## src/rtl/dn_cnt_win.sv

```systemverilog
// dn_cnt_win: loadable down-counting window timer.
//
// A window is opened by start in IDLE; the counter then decrements once per
// enabled (cen) cycle until it reaches zero, at which point done pulses for
// one cycle. abort closes a running window silently. An early-warning flag
// (cntf) marks the cycles where the running count sits at MARGIN.
//
// Handshake: there is no valid/ready pair. start is a level request that is
// sampled only in IDLE (ignored while RUN or DONE). done is a one-cycle
// completion strobe. busy is high for the whole running window.
//
// Ports:
//   clk       in   clock, all state changes on rising edge
//   rst       in   synchronous active-high reset, highest priority
//   start     in   open a window with length load_val
//   load_val  in   [N-1:0] window length in enabled cycles
//   cen       in   count enable while running
//   abort     in   close a running window without done
//   Out       out  [N-1:0] remaining count (registered)
//   cntf      out  running and Out == MARGIN
//   done      out  one-cycle completion pulse (state DONE)
//   busy      out  window running (state RUN)
//   dbg_state out  [1:0] FSM state: 0 IDLE, 1 RUN, 2 DONE
module dn_cnt_win #(
  parameter int N      = 12,
  parameter int MARGIN = 50
) (
  input  logic         clk,
  input  logic         rst,
  input  logic         start,
  input  logic [N-1:0] load_val,
  input  logic         cen,
  input  logic         abort,
  output logic [N-1:0] Out,
  output logic         cntf,
  output logic         done,
  output logic         busy,
  output logic [1:0]   dbg_state
);

  typedef enum logic [1:0] {
    IDLE = 2'd0,
    RUN  = 2'd1,
    DONE = 2'd2
  } state_t;

  state_t state;

  // MARGIN values that cannot be represented in N bits (or zero) must never
  // raise cntf, so they are disabled here rather than truncated.
  localparam bit MARGIN_OK =
    (MARGIN > 0) && (longint'(MARGIN) < (longint'(1) << N));
  localparam logic [N-1:0] MARGIN_N = MARGIN_OK ? N'(MARGIN) : '0;
  localparam logic [N-1:0] ONE      = N'(1);

  always_ff @(posedge clk) begin
    if (rst) begin
      state <= IDLE;
      Out   <= '0;
    end else begin
      case (state)
        IDLE: begin
          if (start) begin
            if (load_val != '0) begin
              Out   <= load_val;
              state <= RUN;
            end else begin
              Out   <= '0;
              state <= DONE;
            end
          end
        end
        RUN: begin
          if (abort) begin
            Out   <= '0;
            state <= IDLE;
          end else if (cen) begin
            if (Out > ONE) begin
              Out <= Out - ONE;
            end else begin
              // Out==1 is the last enabled cycle; clamping also guards
              // against any underflow below zero.
              Out   <= '0;
              state <= DONE;
            end
          end
        end
        DONE: begin
          Out   <= '0;
          state <= IDLE;
        end
        default: begin
          Out   <= '0;
          state <= IDLE;
        end
      endcase
    end
  end

  assign done      = (state == DONE);
  assign busy      = (state == RUN);
  assign cntf      = MARGIN_OK && (state == RUN) && (Out == MARGIN_N);
  assign dbg_state = state;

endmodule

```

## config.mk

```make
export PLATFORM = sky130hd
export DESIGN_NAME = dn_cnt_win
export DESIGN_NICKNAME = d
export VERILOG_FILES = /design/src/rtl/dn_cnt_win.sv
export SDC_FILE = /design/constraint.sdc
export NUM_CORES = 1
export LEC_CHECK = 0
export CAP_MARGIN = 20
export CORE_UTILIZATION = 30
export CTS_BUF_LIST = sky130_fd_sc_hd__clkbuf_8 sky130_fd_sc_hd__clkbuf_16
export CTS_CLUSTER_DIAMETER = 150
export DETAILED_ROUTE_END_ITERATION = 6
export PLACE_DENSITY = 0.59
export SLEW_MARGIN = 20
export SYNTH_ARGS = -nofsm -noshare
export SYNTH_HDL_FRONTEND = slang
export SYNTH_SLANG_ARGS = --single-unit
```

## constraint.sdc

```tcl
create_clock -name clk -period 1.83 [get_ports clk]
set_input_delay 0.366 -clock clk [delete_from_list [all_inputs] [get_ports clk]]
set_output_delay 0.366 -clock clk [all_outputs]
set_load 0.05 [all_outputs]
```

* Word level (Yosys, flattened, before mapping)
Cells that the tools add are included.
Word-level totals: flip-flop bits (word level) 14, input port bits 17, output and inout bits 17
Cells by class: add/subtract/negate cells 1, $lt $le $gt $ge 1, equal/unequal tests 6, muxes and demuxes 12, reductions and logical operators 5
Operators by type and width (number):
- two-way mux 12 bit | 5
- case mux 12 bit (2 select lines) | 1
- equality test 12 x 6 -> 1 bit (second input constant) | 1
- > comparator 12 x 1 -> 1 bit (second input constant) | 1
- nonzero test 12 bit | 1
- subtractor 12 x 1 -> 12 bit (second input constant) | 1
- two-way mux 2 bit | 5
- != test 3 bit (second input constant) | 2
- case mux 2 bit (2 select lines) | 1
- AND reduction 3 bit | 1
- equality test 2 x 1 -> 1 bit (second input constant) | 1
- equality test 2 bit (second input constant) | 1
- logical NOT 2 bit | 1
- != test 2 bit (second input constant) | 1
- AND reduction 2 bit | 1
- logical AND 1 bit | 1

* Logic depth before layout (Yosys ltp)
Gate-level depths: netlist (run 1).
depth after elaboration 5, depth in mapped cells 7, depth with buffers taken out 6

* Worst setup path before layout (run 1)
OpenSTA, ideal clock, no wires.
path kind register -> output, start point reg state[0] (netlist: dbg_state[0]), end point out cntf, data arrival time 3353 ps, path slack -1889 ps, cell stages (with the launch flop) 5, cells stage by stage dfxtp_1 clkbuf_8 nor2b_1 nand4b_1 nor4_1
On the way: longest elaborated chain between the ends 2
RTL lines:
- start: declaration | line 47 | state_t state;
- start signal: assignment | line 58 | state <= IDLE;
- start signal: assignment | line 66 | state <= RUN;
- start signal: assignment | line 69 | state <= DONE;
- equality test 2 x 1 -> 1 bit
- net busy | line 37 | output logic busy,
- logical AND 1 bit | line 102 | assign cntf = MARGIN_OK && (state == RUN) && (Out == MARGIN_N);
- end: declaration | line 35 | output logic cntf,
The timed path passes the listed nets, and every way through them passes these cells.

* Final worst setup path (run 1)
start point reg Out[11], end point out cntf
On the way: longest elaborated chain between the ends 2
RTL lines:
- start: declaration | line 34 | output logic [N-1:0] Out,
- start signal: assignment | line 65 | Out <= load_val;
- start signal: assignment | line 79 | Out <= Out - ONE;
- equality test 12 x 6 -> 1 bit | line 102
- logical AND 1 bit | line 102
Every way passes these cells.

==> impl_metrics.ini, run 1 <==
[logic_synthesis]
ys_async_sr_fraction_pct = 0
yosys_warnings = 0
avgSynthCellArea_um2 = 8.48
synth_top_area_share_pct = 26.4
synth-compound-area-share_pct = 21.1
synth_top_cell_by_area = dfxtp_1
synthSimpleGateAreaFrac_pct = 38.6
netlist_top_cells_count = dfxtp_1 (14), nor2_1 (9), nor4_1 (9)
synth.mux.area_fraction_pct = 0
ys_types = 44
ys_seq_area_share_pct = 26.4
netlist_instances = 125
synth_edf_count = 0
synth_top_family_by_area = simple AND/OR/NAND/NOR gates
synth_nets = 145
syn_area_um2 = 1060
synth_fa_ha_area_share_pct = 3.54
synth_xor_area_share_pct = 2.48
ys_ff_latch = 14
synth_flop_cell = dfxtp_1
yosysMostFrequentCell = dfxtp_1
ys_top_cells_by_area = dfxtp_1 (26%), nor4_1 (5.3%), ha_1 (3.5%)

[place]
place_hpwl_mm = 3.15
dp.cells = 230
io_buffers = 33
gp_congestion = 0.955

[sta]
setup_slack_ns = -0.242
min_period_over_period_pct = 113
setup_viol = 14
fin_setup_tns_ns = -2.22
fin_skew_ns = 0.00259
period_minus_slack_ns = 2.07
slew_headroom_pct = 62.3
slew_violations = 0
grt_setup_unrepaired = true
fmax_mhz = 483
finalHoldViolations = 0
worstMarginPinSlew_ns = 0.561

[final_layout]
regArea_um2 = 299
synthToLayoutAreaGrowth_pct = 79.7
final_cells = 242
n_fill_cell = 328
drive_above_1_share_pct = 46.9
n_antenna_cell = 0
multi_input_area_um2 = 776
nets = 217

[floorplanning]
io_pins = 34
initial_core_util_pct = 31.5
num_rows = 21
die_area_um2 = 3770
die_w_um = 61.4
core-area_um2 = 3360
die_h_um = 61.4

[cts]
cts.sinks = 14
cts_tree = built
cts_hold_buf = 0
path_clk_slew_ns = 0.06
cts-root-buf = clkbuf_8
cts_buffers = 3
htree_levels = 1
clockBufferDepth = 2
clk_latency_ns = 0.25

[route]
via_count = 1401
wl_per_cell_um = 17.8
wl_mm = 4.31
drtIter0Drc = 100
viasPerCell = 5.79
first_pass_iters = 5
drc = 0
ant_nets = 0

[power]
ir_drop_mv = 0.319
power.leakage_nw = 0.751
p_per_area_nw_per_um2 = 772

[global_routing]
first_global_vias = 1276
antenna_found_initial = 0
grt_pass1_wl_mm = 6.18
grt-ovfl-total = 0
grt_max_degree = 13
track_usage_pct = 23.2

[critical_path]
crit_arrival_ns = 1.71
r2r-start = Out[11]
crit_required_ns = 1.46
path_max_fanout = 2
critPathLaunch = Out[11]
cp-end-kind = output pin
critPathKind = reg -> out
startpoint_type = register

[run_status]
violations = setup timing
status = complete, but fails checks

[flow_run]
drv_cap = 0

[worst_hold_path]
hp-class = reg -> reg
min-delay-start = Out[0]
registers in the layout, indices dropped and copies added, names as in the netlist:
| register | flops |
|---|---|
| Out | 12 |
| dbg_state | 2 |
layout by cell type, fill, tap and decap left out, types with 3 or more instances in the layout:
| master | count |
|---|---|
| buf_4 | 47 |
| nand2_1 | 4 |
| clkbuf_8 | 4 |
| nand3_1 | 4 |
| nor4_1 | 8 |
| o21ai_1 | 3 |
| ha_1 | 3 |
| dfxtp_4 | 3 |
| nand4_1 | 4 |
| clkdlybuf4s50_1 | 16 |
| or2_2 | 3 |
| nor3_1 | 6 |
| dfxtp_2 | 6 |
| a31oi_1 | 3 |
| a21oi_1 | 4 |
| nand4b_1 | 3 |
| buf_12 | 5 |
| buf_6 | 5 |
| a32oi_1 | 3 |
| nor3b_1 | 4 |
| dfxtp_1 | 5 |
| nor2_1 | 9 |
cells by family (layout without fill, tap and decap cells):
kind of cell,Yosys count,in the layout
and+or+nand+nor,64,64
AOI/OAI and AO/OA,31,31
DFF,14,14
buffers and inverters,10,81
adders and majority gates,3,3
xor gates and xnor gates,3,3
power breakdown:
| group | switching (W) | internal (W) | total, W |
|---|---|---|---|
| clock network | 0.000121 | 0.000191 | 0.000311 |
| logic | 0.000427 | 0.000369 | 0.000796 |
| registers | 0.0000264 | 0.000336 | 0.000363 |
final cells by class:
type	instances	area share (%)
clock buffers	4	2.89
inverters	2	0.394
multi-input cells	101	40.7
flip-flops and latches	14	15.7
well taps	46	3.02
repair buffers	75	37.3
per-stage QoR:
stage               instance area [um2]  hold WS (ns)  utilization, %  setup WS, ns  power, W
floorplan                          1140         0.486               -        -0.223  0.000788
global placement                   1700         0.512            50.6        -0.246   0.00107
detailed placement                 1700         0.522            50.6        -0.245   0.00107
CTS                                1820         0.545            54.0        -0.269   0.00142
global route                       1900         0.593            56.6        -0.291   0.00154
finish                             1900         0.556            56.6        -0.242   0.00147
critical path: stages (launching register included):
cell and delay, ns:
dfxtp_2 0.32, or4_4 0.54, buf_6 0.14, nor4_4 0.29
buf_12 0.18
path summary, 6_finish.rpt:
check	to	depth (start not counted)	slack, ns
setup / recovery	cntf	4	-0.24
hold / removal	Out[0]	2	0.56
setup reg to reg	Out[8]	5	-0.24
hold reg to reg	Out[0]	2	0.56
layer usage:
metal | vias up | wire length (um) | global-route usage (%)
met3 | 12 | 376 | 3.57
met2 | 82 | 2020 | 35.7
met5 | - | 0 | 0
li1 | 645 | - | -
met4 | 0 | 141 | 13.3
met1 | 662 | 1770 | 30.8
timing repair:
item / 4_1_cts / 5_1_grt
resized for setup: 5 / 9
buffers inserted: 4 / 4
gates cloned: 0 / 1
pin swaps: 4 / 4
setup endpoints to repair: 4 / 15
No activity file was read; power rests on OpenSTA's default activity.
==> run 2, diff against run 1 <==
CTS_CLUSTER_SIZE = 14   (was unset)
GPL_TIMING_DRIVEN = 0   (was unset)
==> run 2 against run 1 <==
  * The flow still finishes with violations (setup timing)
  * Global-route usage is 1.5 points lower
  * Non-clock buffer count is 24 lower
  * Combinational power is 18% lower
  * Sequential share of layout area is 2.2 points higher
  * Worst setup slack better by 0.036 ns
  * Clock-buffer cell count is 1 lower
  * Via count is 11% lower
  * Critical path type is now reg -> reg
  * Largest cell class unchanged
  * Largest power group unchanged
==> impl_metrics.ini, run 2 (synthesis gave the netlist of run 1 again) <==
[sta]
slew_violations = 0
setup_slack_ns = -0.206
grt_setup_unrepaired = true
finalHoldViolations = 0
min_period_over_period_pct = 111
setup_viol = 14
hold-worst-slack_ns = 0.518
fin_skew_ns = 0.00435
fmax_mhz = 491
slew_headroom_pct = 56.5
worstMarginPinSlew_ns = 0.651
period_minus_slack_ns = 2.04

[final_layout]
nets = 193
synthToLayoutAreaGrowth_pct = 59.6
drive_above_1_share_pct = 31.4
regArea_um2 = 303
final_common_cell = clkdlybuf4s50_1
regMostFlops = Out
n_antenna_cell = 0
final_cell_mix = clkdlybuf4s50_1 (20), buf_4 (10), dlygate4sd2_1 (9)
n_fill_cell = 366
largest_reg_flops = 12
multi_input_area_um2 = 787

[critical_path]
r2r_cells = 5
path_max_fanout = 5
cp-endpoint = Out[5]
reg2reg_slack_ns = -0.21
critPathKind = reg -> reg
crit_chain = or4_4, o41a_1, buf_4, a222oi_1, nor3_1
cp-end-kind = register
cp_slowest_cell = or4_4
startpoint_type = register
r2r-start = Out[8]
critPathLaunch = Out[8]
crit_arrival_ns = 2.17
crit_required_ns = 1.96
slowest_delay_ns = 0.55
reg2reg_to = Out[5]

[cts]
cts_buffers = 3
cts-root-buf = clkbuf_8
cts.sinks = 14
clk_latency_ns = 0.25
cts_tree = built
htree_levels = 1
clockBufferDepth = 2
path_clk_slew_ns = 0.06

[route]
viasPerCell = 5.70
first_pass_iters = 5
via_count = 1242
wl_mm = 3.81
drtIter0Drc = 81
wl_per_cell_um = 17.5
drc = 0
ant_nets = 0

[global_routing]
grt-ovfl-total = 0
track_usage_pct = 21.7
first_global_vias = 1111
antenna_found_initial = 0
grt_max_degree = 11
grt_pass1_wl_mm = 5.80

[floorplanning]
num_rows = 21
initial_core_util_pct = 31.5
io_pins = 34
die_area_um2 = 3770
core-area_um2 = 3360
die_w_um = 61.4
die_h_um = 61.4

[power]
power.leakage_nw = 0.632
ir_drop_mv = 0.565
power_w = 0.00130
p_per_area_nw_per_um2 = 770

[flow_run]
drv_cap = 0

[worst_hold_path]
hp-class = reg -> reg

[place]
io_buffers = 32
place_hpwl_mm = 2.64
gp_congestion = 0.945

[run_status]
status = complete, but fails checks
violations = setup timing
## run 2: routing by layer
layer / vias up / wire length [um] / track usage (%)
li1: 598 / - / -
met1: 589 / 1730 / 30.3
met2: 49 / 1790 / 33.2
met3: 6 / 221 / 5.04
met5: - / 0 / 0
met4: 0 / 72 / 6.67
## run 2: worst min path at each step
stage / startpoint / endpoint / depth (start not counted)
floorplan: load_val[2] / Out[2] / 2
global placement: Out[11] / Out[11] / 2
detailed placement: Out[11] / Out[11] / 2
CTS: Out[11] / Out[11] / 2
global route: Out[11] / Out[11] / 2
finish: Out[11] / Out[11] / 2
## run 2: what timing repair did
| action | 4_1_cts | 5_1_grt |
|---|---|---|
| pin swaps | 6 | 5 |
| hold buffers | 0 | 0 |
| buffers inserted | 8 | 4 |
| resized for setup | 27 | 12 |
| endpoints found under the setup margin | 24 | 17 |
## run 2: layout make-up
class | count | area share (%)
multi-input combinational | 101 | 46.5
timing repair buffer | 44 | 24.5
sequential | 14 | 17.9
buffer | 7 | 4.59
tap | 46 | 3.40
clock buffer | 3 | 2.44
inverter | 2 | 0.444
clock inverter | 1 | 0.222
## run 2: power breakdown
part | total (W) | switching, W | leakage [nW] | internal, W
sequential | 0.000384 | 0.0000467 | 0.120 | 0.000337
combinational | 0.000650 | 0.000375 | 0.485 | 0.000275
clock | 0.000268 | 0.000119 | 0.0269 | 0.000149
## run 2: worst max-delay path, delay by kind of cell, from the launching register on
| family | cells | cell delay [ns] |
|---|---|---|
| AO/OA/AOI/OAI | 2 | 0.77 |
| buffers and inverters | 1 | 0.16 |
| AND/OR/NAND/NOR | 2 | 0.63 |
| flip-flops | 1 | 0.36 |
## run 2: stage by stage
stage / instance area (um2) / util (%) / TNS [ns] / setup WS [ns] / instances
after floorplan: 1140 / - / -1.61 / -0.223 / 125
after global placement: 1510 / 45.0 / -4.79 / -0.526 / 203
after detailed placement: 1510 / 45.0 / -4.69 / -0.536 / 203
after CTS: 1620 / 48.2 / -2.00 / -0.214 / 214
after global routing: 1690 / 50.3 / -2.52 / -0.269 / 218
final: 1690 / 50.3 / -1.80 / -0.206 / 218
==> run 3, diff against run 2 <==
SKIP_CTS_REPAIR_TIMING = 1   (was unset)
==> run 3 against run 2 <==
  * The run still ends with setup timing left
  * Die area did not move
  * Largest cell class unchanged
  * Critical path type unchanged
  * Critical endpoint is now Out[2]
  * Power fell by 0.60%
  * Global-route usage fell by 1.7 points
  * Fmax fell by 0.29%
  * First-iteration DRC count fell by 40%
  * Register-to-register slack barely moved
  * Clock-buffer cell count did not move
  * Wire length fell by 2.2%
  * Sequential share of layout area fell by 0.16 points
  * Critical path depth rose by 1
==> impl_metrics.ini, run 3 (synthesis gave the netlist of run 1 again) <==
[worst_hold_path]
hp-class = reg -> reg
min-delay-start = Out[11]

[run_status]
status = complete, but fails checks
violations = setup timing

[sta]
finalHoldViolations = 0
slew_headroom_pct = 32.5
period_minus_slack_ns = 2.04
grt_setup_unrepaired = true
slew_violations = 0
min_period_over_period_pct = 112
hold-worst-slack_ns = 0.523
fin_skew_ns = 0.00172
worstMarginPinSlew_ns = 0.998
fmax_mhz = 490
setup_slack_ns = -0.212
setup_viol = 14

[route]
ant_nets = 0
via_count = 1256
drtIter0Drc = 49
wl_per_cell_um = 17.3
viasPerCell = 5.84
drc = 0
wl_mm = 3.73
first_pass_iters = 4

[final_layout]
n_antenna_cell = 0
final_cell_area_um2 = 1690
nets = 190
multi_input_area_um2 = 764
drive_above_1_share_pct = 27.2
n_fill_cell = 381
largest_reg_flops = 12
final_cell_mix = clkdlybuf4s50_1 (22), dlymetal6s2s_1 (9), nor2_1 (8), nor4_1 (8)
final_cells = 215
synthToLayoutAreaGrowth_pct = 59.0
final_common_cell = clkdlybuf4s50_1
regArea_um2 = 299
regMostFlops = Out

[power]
power.leakage_nw = 0.712
swShare_pct = 41.0
net-switching-power_w = 0.000530
p_comb_share_pct = 49.6
power_frac_clock_pct = 21.0
seqPwrFrac_pct = 29.4
ir_drop_mv = 0.544
p_int_w = 0.000764
p_per_area_nw_per_um2 = 768

[floorplanning]
die_area_um2 = 3770
io_pins = 34
initial_core_util_pct = 31.5
die_w_um = 61.4
core-area_um2 = 3360
num_rows = 21
die_h_um = 61.4

[cts]
cts.sinks = 14
cts_tree = built
clk_latency_ns = 0.25
path_clk_slew_ns = 0.06
cts-root-buf = clkbuf_8
clockBufferDepth = 2
cts_buffers = 3
htree_levels = 1

[critical_path]
crit_arrival_ns = 2.18
r2r-start = Out[4]
startpoint_type = register
critPathLaunch = Out[4]
slowest_delay_ns = 0.55
cp_slowest_cell = or4_4
crit_chain = buf_6, or4_4, o41a_1, buf_6, a32oi_1, nand3_1
path_max_fanout = 8
crit_required_ns = 1.97
cp-end-kind = register
crit_family = simple AND/OR/NAND/NOR gates
reg2reg_slack_ns = -0.21
critPathKind = reg -> reg
crit_buf_inv = 2
crit_top_cell = buf_6

[global_routing]
grt-ovfl-total = 0
track_usage_pct = 19.9
first_global_vias = 1042
grt_max_degree = 11
grt_pass1_wl_mm = 5.38
antenna_found_initial = 0

[place]
gp_congestion = 0.945
dp.cells = 203
place_hpwl_mm = 2.64
post_dp_cell_area_um2 = 1510
io_buffers = 32
place_ws_ns = -0.536

[flow_run]
drv_cap = 0
==> run 3: changes by cell type in the layout (fill, tap and decap cells not counted), sizes merged <==
cell / previous run / this run
buf: 18 / 14
clkdlybuf4s15: 1 / 0
dlygate4sd2: 9 / 0
dlymetal6s2s: 1 / 9
clkdlybuf4s50: 20 / 22
clkbuf: 5 / 6
==> run 3: worst register-to-register path: stages (launching register included) <==
cell,delay [ns]
dfxtp_4,0.34
buf_6,0.13
or4_4,0.56
o41a_1,0.46
buf_6,0.17
a32oi_1,0.18
nand3_1,0.09
==> run 3: metrics by stage <==
stage / utilization [%] / TNS, ns / total power [W]
after global placement: 45.0 / -4.79 / 0.000968
after floorplan: - / -1.61 / 0.000788
after CTS: 46.4 / -3.65 / 0.00124
after global routing: 50.1 / -2.90 / 0.00135
after detailed placement: 45.0 / -4.69 / 0.000964
final: 50.1 / -2.13 / 0.00129
==> run 3: layout make-up <==
class                   count  share of cell area, %
clock buffers               3                   2.45
plain buffers               8                   5.42
flip-flops and latches     14                   17.7
multi-input cells         101                   45.4
well taps                  46                   3.41
inverters                   2                  0.445
clock inverters             1                  0.223
repair buffers             40                   24.9
==> run 3: final timing paths <==
| check | depth (start not counted) | end |
|---|---|---|
| max | 6 | Out[2] |
| min | 2 | Out[11] |
| max reg2reg | 6 | Out[2] |
| min reg2reg | 2 | Out[11] |
==> run 3: metal layers <==
metal | share of wire, % | wire length [um] | vias to the layer above | global-route usage (%)
met5 | 0 | 0 | - | 0
met1 | 44 | 1650 | 589 | 28.4
met4 | 1.3 | 48 | 0 | 4.76
met2 | 46 | 1730 | 65 | 30.4
li1 | - | - | 598 | -
met3 | 8.0 | 298 | 4 | 4.83
==> run 3: power by group through the flow <==
stage / combinational [W] / clock [W] / sequential [W]
CTS: 0.000583 / 0.000277 / 0.000378
floorplan: 0.000314 / 0 / 0.000474
finish: 0.000642 / 0.000271 / 0.000380
global route: 0.000681 / 0.000290 / 0.000383
detailed placement: 0.000580 / 0 / 0.000384
global placement: 0.000584 / 0 / 0.000384
